===== src/rtl/store_data_buffer_if.sv =====
// Store-data buffer bus: StDataUOp write lanes, branch/flush, head/commit port and forwarding lookup.
// The producer/commit side uses the master modport; the buffer itself uses the slave modport.
interface store_data_buffer_if #(
  parameter int WIDTH  = 2,
  parameter int SQN_W  = 7,
  parameter int DATA_W = 32
);
  logic [WIDTH-1:0]             uop_valid;
  logic [WIDTH-1:0][SQN_W-1:0]  uop_sqn;
  logic [WIDTH-1:0][DATA_W-1:0] uop_data;

  logic                         branch_taken;
  logic                         branch_flush;
  logic [SQN_W-1:0]             branch_sqn;

  logic                         deq;
  logic [SQN_W-1:0]             head_sqn;
  logic                         head_valid;
  logic [DATA_W-1:0]            head_data;

  logic [SQN_W-1:0]             rd_sqn;
  logic                         rd_valid;
  logic [DATA_W-1:0]            rd_data;

  logic                         err;

  modport master (
    output uop_valid, uop_sqn, uop_data,
    output branch_taken, branch_flush, branch_sqn,
    output deq, rd_sqn,
    input  head_sqn, head_valid, head_data,
    input  rd_valid, rd_data, err
  );

  modport slave (
    input  uop_valid, uop_sqn, uop_data,
    input  branch_taken, branch_flush, branch_sqn,
    input  deq, rd_sqn,
    output head_sqn, head_valid, head_data,
    output rd_valid, rd_data, err
  );
endinterface


===== src/rtl/store_data_buffer.sv =====
// Per-store-queue-slot data buffer: stages incoming store data one cycle, then writes it into the slot array.
// Optional macro STDATA_BYPASS_EN lets the head and lookup ports also see live stage entries.
module store_data_buffer #(
  parameter int WIDTH   = 2,
  parameter int SQ_SIZE = 16,
  parameter int SQN_W   = 7,
  parameter int DATA_W  = 32
) (
  input logic                clk,
  input logic                rst_n,
  store_data_buffer_if.slave bus
);

  localparam int IDX_W = $clog2(SQ_SIZE);

  typedef logic [SQN_W-1:0]  sqn_t;
  typedef logic [DATA_W-1:0] data_t;
  typedef logic [IDX_W-1:0]  idx_t;

  // Wrapping order: a is strictly younger than b when the signed distance is positive.
  function automatic logic is_younger(input sqn_t a, input sqn_t b);
    sqn_t d;
    d = a - b;
    return !d[SQN_W-1] && (d != '0);
  endfunction

  // With a power-of-two window, 0 <= s - head < SQ_SIZE means the upper distance bits are all zero.
  function automatic logic in_window(input sqn_t s, input sqn_t h);
    sqn_t d;
    d = s - h;
    return d[SQN_W-1:IDX_W] == '0;
  endfunction

  function automatic logic is_killed(input sqn_t s, input logic taken, input logic flush,
                                     input sqn_t bsqn);
    return taken && (flush || is_younger(s, bsqn));
  endfunction

  logic [SQ_SIZE-1:0] slot_valid;
  sqn_t               slot_sqn  [SQ_SIZE];
  data_t              slot_data [SQ_SIZE];

  logic [WIDTH-1:0]   stage_valid;
  sqn_t               stage_sqn  [WIDTH];
  data_t              stage_data [WIDTH];

  sqn_t               head;
  logic               err;

  idx_t               head_idx;
  idx_t               rd_idx;
  idx_t               lane_slot [WIDTH];
  logic [WIDTH-1:0]   lane_killed;
  logic [WIDTH-1:0]   lane_live;
  logic [WIDTH-1:0]   lane_write;
  logic               head_hit;
  data_t              head_word;
  logic               rd_hit;
  data_t              rd_word;
  logic               deq_fire;
  logic               err_set;

  assign head_idx = head[IDX_W-1:0];
  assign rd_idx   = bus.rd_sqn[IDX_W-1:0];

  // A stage entry is live when it survives this cycle's branch and sits inside the current window.
  always_comb begin
    for (int i = 0; i < WIDTH; i++) begin
      lane_slot[i]   = stage_sqn[i][IDX_W-1:0];
      lane_killed[i] = is_killed(stage_sqn[i], bus.branch_taken, bus.branch_flush, bus.branch_sqn);
      lane_live[i]   = stage_valid[i] && !lane_killed[i] && in_window(stage_sqn[i], head);
    end
  end

  always_comb begin
    head_hit  = slot_valid[head_idx] && (slot_sqn[head_idx] == head);
    head_word = slot_data[head_idx];
    rd_hit    = slot_valid[rd_idx] && (slot_sqn[rd_idx] == bus.rd_sqn);
    rd_word   = slot_data[rd_idx];
`ifdef STDATA_BYPASS_EN
    // Higher lanes are visited last so they win, matching the array write order.
    for (int i = 0; i < WIDTH; i++) begin
      if (lane_live[i] && (stage_sqn[i] == head)) begin
        head_hit  = 1'b1;
        head_word = stage_data[i];
      end
      if (lane_live[i] && (stage_sqn[i] == bus.rd_sqn)) begin
        rd_hit  = 1'b1;
        rd_word = stage_data[i];
      end
    end
`endif
  end

  always_comb begin
    bus.head_sqn   = head;
    bus.head_valid = head_hit;
    bus.head_data  = head_hit ? head_word : '0;
    bus.rd_valid   = rd_hit;
    bus.rd_data    = rd_hit ? rd_word : 'x;
    bus.err        = err;
  end

  // A live write whose sqN is the head being retired this edge is consumed rather than re-stored.
  always_comb begin
    deq_fire = bus.deq && head_hit;
    err_set  = 1'b0;
    for (int i = 0; i < WIDTH; i++) begin
      lane_write[i] = lane_live[i] && !(deq_fire && (stage_sqn[i] == head));
      if (stage_valid[i] && !lane_killed[i] && !in_window(stage_sqn[i], head)) begin
        err_set = 1'b1;
      end
      if (lane_live[i] && slot_valid[lane_slot[i]]) begin
        err_set = 1'b1;
      end
      for (int j = i + 1; j < WIDTH; j++) begin
        if (lane_live[i] && lane_live[j] && (lane_slot[i] == lane_slot[j])) begin
          err_set = 1'b1;
        end
      end
    end
  end

  // Order matters: branch kill and dequeue clear first, surviving stage writes then set valid.
  always_ff @(posedge clk or negedge rst_n) begin
    if (!rst_n) begin
      slot_valid  <= '0;
      stage_valid <= '0;
      head        <= '0;
      err         <= 1'b0;
    end else begin
      for (int s = 0; s < SQ_SIZE; s++) begin
        if (slot_valid[s] &&
            is_killed(slot_sqn[s], bus.branch_taken, bus.branch_flush, bus.branch_sqn)) begin
          slot_valid[s] <= 1'b0;
        end
      end
      if (deq_fire) begin
        slot_valid[head_idx] <= 1'b0;
        head                 <= head + 1'b1;
      end
      for (int i = 0; i < WIDTH; i++) begin
        if (lane_write[i]) begin
          slot_valid[lane_slot[i]] <= 1'b1;
        end
      end
      for (int i = 0; i < WIDTH; i++) begin
        stage_valid[i] <= bus.uop_valid[i] &&
          !is_killed(bus.uop_sqn[i], bus.branch_taken, bus.branch_flush, bus.branch_sqn);
      end
      if (err_set) begin
        err <= 1'b1;
      end
    end
  end

  // Payload storage needs no reset: every read is qualified by a reset-cleared valid bit.
  always_ff @(posedge clk) begin
    for (int i = 0; i < WIDTH; i++) begin
      if (lane_write[i]) begin
        slot_sqn[lane_slot[i]]  <= stage_sqn[i];
        slot_data[lane_slot[i]] <= stage_data[i];
      end
    end
    for (int i = 0; i < WIDTH; i++) begin
      stage_sqn[i]  <= bus.uop_sqn[i];
      stage_data[i] <= bus.uop_data[i];
    end
  end

endmodule

===== src/flat_wrapper.sv =====
// flat-port wrapper written by rule: the top's interface ports become plain ports
module store_data_buffer_flat 
#(
  parameter int WIDTH   = 2,
  parameter int SQ_SIZE = 16,
  parameter int SQN_W   = 7,
  parameter int DATA_W  = 32
)
  (clk, rst_n, bus_uop_valid, bus_uop_sqn, bus_uop_data, bus_branch_taken, bus_branch_flush, bus_branch_sqn, bus_deq, bus_rd_sqn, bus_head_sqn, bus_head_valid, bus_head_data, bus_rd_valid, bus_rd_data, bus_err);
  store_data_buffer_if #(.WIDTH(WIDTH), .SQN_W(SQN_W), .DATA_W(DATA_W)) bus_i ();
  input logic clk;
  input logic rst_n;
  input wire logic [$bits(bus_i.uop_valid)-1:0] bus_uop_valid;
  input wire logic [$bits(bus_i.uop_sqn)-1:0] bus_uop_sqn;
  input wire logic [$bits(bus_i.uop_data)-1:0] bus_uop_data;
  input wire logic [$bits(bus_i.branch_taken)-1:0] bus_branch_taken;
  input wire logic [$bits(bus_i.branch_flush)-1:0] bus_branch_flush;
  input wire logic [$bits(bus_i.branch_sqn)-1:0] bus_branch_sqn;
  input wire logic [$bits(bus_i.deq)-1:0] bus_deq;
  input wire logic [$bits(bus_i.rd_sqn)-1:0] bus_rd_sqn;
  output wire logic [$bits(bus_i.head_sqn)-1:0] bus_head_sqn;
  output wire logic [$bits(bus_i.head_valid)-1:0] bus_head_valid;
  output wire logic [$bits(bus_i.head_data)-1:0] bus_head_data;
  output wire logic [$bits(bus_i.rd_valid)-1:0] bus_rd_valid;
  output wire logic [$bits(bus_i.rd_data)-1:0] bus_rd_data;
  output wire logic [$bits(bus_i.err)-1:0] bus_err;
  assign bus_i.uop_valid = bus_uop_valid;
  assign bus_i.uop_sqn = bus_uop_sqn;
  assign bus_i.uop_data = bus_uop_data;
  assign bus_i.branch_taken = bus_branch_taken;
  assign bus_i.branch_flush = bus_branch_flush;
  assign bus_i.branch_sqn = bus_branch_sqn;
  assign bus_i.deq = bus_deq;
  assign bus_i.rd_sqn = bus_rd_sqn;
  assign bus_head_sqn = bus_i.head_sqn;
  assign bus_head_valid = bus_i.head_valid;
  assign bus_head_data = bus_i.head_data;
  assign bus_rd_valid = bus_i.rd_valid;
  assign bus_rd_data = bus_i.rd_data;
  assign bus_err = bus_i.err;
  store_data_buffer #(.WIDTH(WIDTH), .SQ_SIZE(SQ_SIZE), .SQN_W(SQN_W), .DATA_W(DATA_W)) u_core (.clk(clk), .rst_n(rst_n), .bus(bus_i));
endmodule

===== config.mk =====
export PLATFORM = sky130hd
export DESIGN_NAME = store_data_buffer_flat
export DESIGN_NICKNAME = d
export VERILOG_FILES = /design/src/rtl/store_data_buffer_if.sv /design/src/rtl/store_data_buffer.sv /design/src/flat_wrapper.sv
export SDC_FILE = /design/constraint.sdc
export NUM_CORES = 1
export LEC_CHECK = 0
export BUFFER_PORTS_ARGS = -buffer_cell sky130_fd_sc_hd__buf_2
export CAP_MARGIN = 10
export CORE_ASPECT_RATIO = 0.75
export CORE_UTILIZATION = 30
export DETAILED_ROUTE_END_ITERATION = 7
export GPL_ROUTABILITY_DRIVEN = 0
export PLACE_DENSITY = 0.46
export SKIP_CTS_REPAIR_TIMING = 1
export SYNTH_ARGS = -nofsm -noshare
export SYNTH_HDL_FRONTEND = slang
export SYNTH_SLANG_ARGS = --single-unit

===== constraint.sdc =====
create_clock -name clk -period 19.05 [get_ports clk]
set_clock_uncertainty 0.1 [all_clocks]
set_input_delay 1.905 -clock clk [delete_from_list [all_inputs] [get_ports clk]]
set_output_delay 1.905 -clock clk [all_outputs]
set_load 0.02 [all_outputs]

== Word level (Yosys, flattened, before mapping) ==
Memory sizes are Yosys's and may differ from the RTL's.
Cells that the tools add are included.

* Flip-flop bits (word level): 26
* Bits in writable memories: 702
* Bits of input ports: 99
* Output and inout bits: 74
* Memories kept: 4

* Add/subtract/negate cells: 23
* $lt $le $gt $ge: 7
* Equal/unequal tests: 5
* Multiplexer cells: 44
* Bitwise operators: 4
* Reductions and logical operators: 148

{| class="wikitable"
|+ Memories
! memory !! words !! bits a word !! rd ports !! clocked after Yosys merged registers in !! write ports !! line !! source
|-
| u_core.slot_data || 16 || 32 || 2 || 0 || 2 || store_data_buffer.sv:41 || <nowiki>data_t slot_data [SQ_SIZE];</nowiki>
|-
| u_core.slot_sqn || 16 || 7 || 18 || 0 || 2 || store_data_buffer.sv:40 || <nowiki>sqn_t slot_sqn [SQ_SIZE];</nowiki>
|-
| u_core.stage_data || 2 || 32 || 2 || 0 || 2 || store_data_buffer.sv:45 || <nowiki>data_t stage_data [WIDTH];</nowiki>
|-
| u_core.stage_sqn || 2 || 7 || 2 || 0 || 2 || store_data_buffer.sv:44 || <nowiki>sqn_t stage_sqn [WIDTH];</nowiki>
|}

{| class="wikitable"
|+ Operators by type and width
! kind !! number
|-
| $sub A7 B7 Y7 || 22
|-
| $reduce_bool A7 Y1 || 20
|-
| $logic_and A1 B1 Y1 || 78
|-
| $mux W32 || 2
|-
| $mux W16 || 3
|-
| $mux W1 || 32
|-
| $or A16 B16 Y16 || 2
|-
| $eq A7 B7 Y1 || 4
|-
| $logic_not A1 Y1 || 28
|-
| $logic_or A1 B1 Y1 || 20
|-
| $lt A4 B5 Y1 const B || 4
|-
| $and A16 B16 Y16 || 1
|-
| $bmux W1 S4 || 4
|-
| $not A16 Y16 || 1
|-
| $demux W1 S4 || 3
|-
| $ge A4 B1 Y1 const B || 3
|-
| $add A7 B1 Y7 const B || 1
|-
| $logic_not A3 Y1 || 2
|-
| $eq A4 B4 Y1 || 1
|}

== Longest topological paths before layout ==
* Depth after elaboration: 13
* Mapped depth: 16

== Worst setup path after synthesis ==
Ideal clock, no wire load.

* Kind: in2reg
* Start point: in bus_branch_sqn[1]
* End point: mem u_core.slot_data[5][0] (netlist bit) (enable)
* Arrival: 7743 ps
* Setup slack: 10718 ps
* Stages: 9
* Buffers on the path: 0
* Cell sequence: inv_1 > fa_1 > a2111oi_0 > o21ai_0 > nor4_1 > o311ai_0 > nor2_1 > nand4b_1 > o21ai_0

{| class="wikitable"
|+ RTL lines
! item !! line !! source
|-
| start: declaration || flat_wrapper.sv:18 || <nowiki>input wire logic [$bits(bus_i.branch_sqn)-1:0] bus_branch_sqn;</nowiki>
|-
| end: declaration || store_data_buffer.sv:41 ||
|}

== Final worst setup path ==
* Start point: in bus_rd_sqn[0]
* End point: out bus_rd_data[29]

* Word-level cells in the longest chain between the ends: 2

{| class="wikitable"
|+ RTL lines
! item !! line !! source
|-
| start: declaration || flat_wrapper.sv:20 || <nowiki>input wire logic [$bits(bus_i.rd_sqn)-1:0] bus_rd_sqn;</nowiki>
|-
| $mem_v2 Z16 W32 || -- ||
|-
| $mux W32 || store_data_buffer.sv:100 || <nowiki>bus.rd_data = rd_hit ? rd_word : 'x;</nowiki>
|-
| end: declaration || flat_wrapper.sv:25 || <nowiki>output wire logic [$bits(bus_i.rd_data)-1:0] bus_rd_data;</nowiki>
|}

No other way between the ends. The select of a mux whose other input is x is not followed.

==> impl_metrics.json <==
{
  "peakVddDrop_mv": 0.06609,
  "cts-root-buf": "clkbuf_16",
  "yosys_most_used_dff": "edfxtp_1",
  "finalCritPeriodShare": 0.4132,
  "met1_usage": 0.3100,
  "ys_seq_area_frac": 0.4515,
  "drt_iter0_markers": 3153,
  "setup_viol": 0,
  "synth_nets": 3300,
  "synth_cell_types": 78,
  "worstPathRequired_ps": 17040,
  "antenna_found_initial": 5,
  "grtUsageTotal": 0.2091,
  "status": "finished clean",
  "cts_tree": "done",
  "rsz0062_at_grt": "no",
  "drive_gt1_frac": 0.4158,
  "grt_most_used_layer": "met2",
  "max_slew_margin": 0.1867,
  "r2r-start": "u_core.bus.head_sqn[1]",
  "start_util": 0.3033,
  "vias_per_cell": 5.575,
  "cts_sinks": 728,
  "via_count": 28850,
  "period_needed_ps": 7872,
  "yosys.area.top_type": "edfxtp_1",
  "crit_family": "buffers and inverters",
  "slew_viol_final": 0,
  "drt_wl_total_mm": 165.5,
  "setup-tns-final_ps": 0,
  "synth_top_family_by_area": "multiplexers",
  "htree_levels": 3,
  "cp_cell_sequence": "buf_8 > buf_4 > buf_4 > mux4_2 > mux4_2 > buf_2",
  "synth_mux_area_frac": 0.3472,
  "synth-edff-count": 624,
  "avgSynthCellArea_um2": 15.24,
  "hp-start": "u_core.bus.err",
  "hold_slack_ps": 426.4,
  "yosysWarnings": 0,
  "area_delta_synth_final_pct": 11.66,
  "grt_pass1_wl_mm": 231.3,
  "synthArstFlopShare": 0.03571,
  "synth_area_leaders": "edfxtp_1 (40%), mux4_2 (18%), mux2_4 (9.2%), mux2_2 (6.0%), ha_1 (3.7%)",
  "placementRows": 124,
  "synth_compound_area_frac": 0.04573,
  "yosysMostFrequentCell": "edfxtp_1",
  "grt_max_degree": 76,
  "syn_inst": 3045,
  "drt_pass1_iterations": 7,
  "worstSetupPathType": "in2out",
  "timing.fmax_mhz": 127.0,
  "synthAdderAreaFrac": 0.04530,
  "port_buffers": 172,
  "cellPowerDensity_nw_per_um2": 74.65,
  "p_leak_nw": 18.22,
  "clk_latency_ps": 720,
  "synth-xor-area-share": 0.01661,
  "drc_errors": 0,
  "die_h_um": 342.6,
  "gr-total-overflow": 0,
  "clkTransAtPathRegs_ps": 60,
  "crit_buf_inv": 4,
  "critPathLaunch": "bus_rd_sqn[0]",
  "ys_seq_elements": 728,
  "die_w_um": 456.1,
  "crit_arrival_ps": 5870,
  "cts_buffers": 82,
  "ant_nets": 0,
  "tightest_slew_ps": 1218,
  "grt_use_met3": 0.03637,
  "total_power_mw": 3.868,
  "cp_slowest_cell": "buf_4",
  "max_cap_violations": 0,
  "synth-simple-area-share": 0.05299,
  "hold_class": "reg2reg",
  "clockBufferDepth": 3,
  "start_kind": "input pin",
  "synth_top_area_frac": 0.4038,
  "dpl.hpwl_mm": 96.25,
  "wl_per_cell_um": 31.98,
  "netlist_top_cells_count": "edfxtp_1 (624), mux4_2 (372), mux2_4 (283)",
  "final_hold_viol_count": 0,
  "path_max_fanout": 75,
  "crit_path_end_kind": "primary output",
  "core_area_um2": 153000,
  "slowest_delay_ps": 920,
  "grt_pass1_vias": 28660,
  "pin_count": 173,
  "globalRouteMet2Util": 0.3195,
  "syn_area_um2": 46400,
  "nets": 3344,
  "dieArea_um2": 156300
}
path summary, 6_finish.rpt:
path / end / slack, ps / cells after the start
hold / removal: u_core.bus.err / 430 / 1
hold reg to reg: u_core.bus.err / 430 / 1
max in group asynchronous: u_core.bus.head_sqn[1] / 17040 / 1
setup / recovery: bus_rd_data[29] / 11180 / 6
min in group asynchronous: u_core.stage_valid[1] / 1180 / 1
setup reg to reg: u_core.slot_data[5][30] / 12380 / 12
metal layers:
layer / up-vias / wire length [um] / share of wire
li1: 12270 / - / -
met1: 15290 / 78160 / 0.47
met2: 1120 / 73790 / 0.45
met3: 173 / 10600 / 0.064
met4: 0 / 2964 / 0.018
met5: - / 0 / 0
area by class of cell:
| cell class | instances | area [um^2] |
|---|---|---|
| fill | 14750 | 101200 |
| multi-input combinational | 1944 | 23770 |
| sequential | 728 | 20960 |
| tap | 2016 | 2522 |
| clock buffer | 97 | 2158 |
| timing repair buffer | 229 | 1313 |
| clock inverter | 56 | 688.2 |
| inverter | 104 | 392.9 |
| antenna | 1 | 2.502 |
cell families (layout without fill, tap and decap cells):
logic type | count (synthesis) | count (layout)
AOI/OAI and AO/OA | 320 | 320
buffers and inverters | 373 | 486
muxes | 963 | 963
and+or+nand+nor | 417 | 417
adders and majority gates | 156 | 156
xor gates and xnor gates | 88 | 88
DFF | 728 | 728
other | 0 | 1
power breakdown:
group,switching [mW],leakage [nW],internal [mW]
logic,0.182,10.2,0.177
registers,0.0459,6.61,1.74
clock network,0.739,1.40,0.984
metrics by stage:
step,setup WS (ps),cell area (um^2),cells,util
global placement,11080,48960,5021,0.3201
CTS,11070,51810,5174,0.3387
global route,10830,51810,5174,0.3387
detailed placement,11070,48960,5021,0.3201
floorplan,10720,46400,3045,-
finish,11180,51810,5175,0.3387
registers in the layout, summed over array words and instances (netlist names):
| signal | count |
|---|---|
| u_core.slot_data | 512 |
| u_core.slot_sqn | 112 |
| u_core.stage_data | 64 |
| u_core.slot_valid | 16 |
| u_core.stage_sqn | 14 |
| u_core.bus.head_sqn | 7 |
| u_core.stage_valid | 2 |
| u_core.bus.err | 1 |
layout by cell type, fill, tap and decap left out, drive strengths merged, types with 33 or more instances in the layout:
master    n
edfxtp  624
mux2    565
mux4    375
buf     228
ha      136
inv     109
clkbuf   98
dfxtp    78
a21oi    77
xnor2    60
o21ai    60
nor2     56
nand2    52
nand2b   44
nand4    39
and3     37
clkinv   35
o211ai   33
nand3    33
Power figures use the tool's default switching activity.
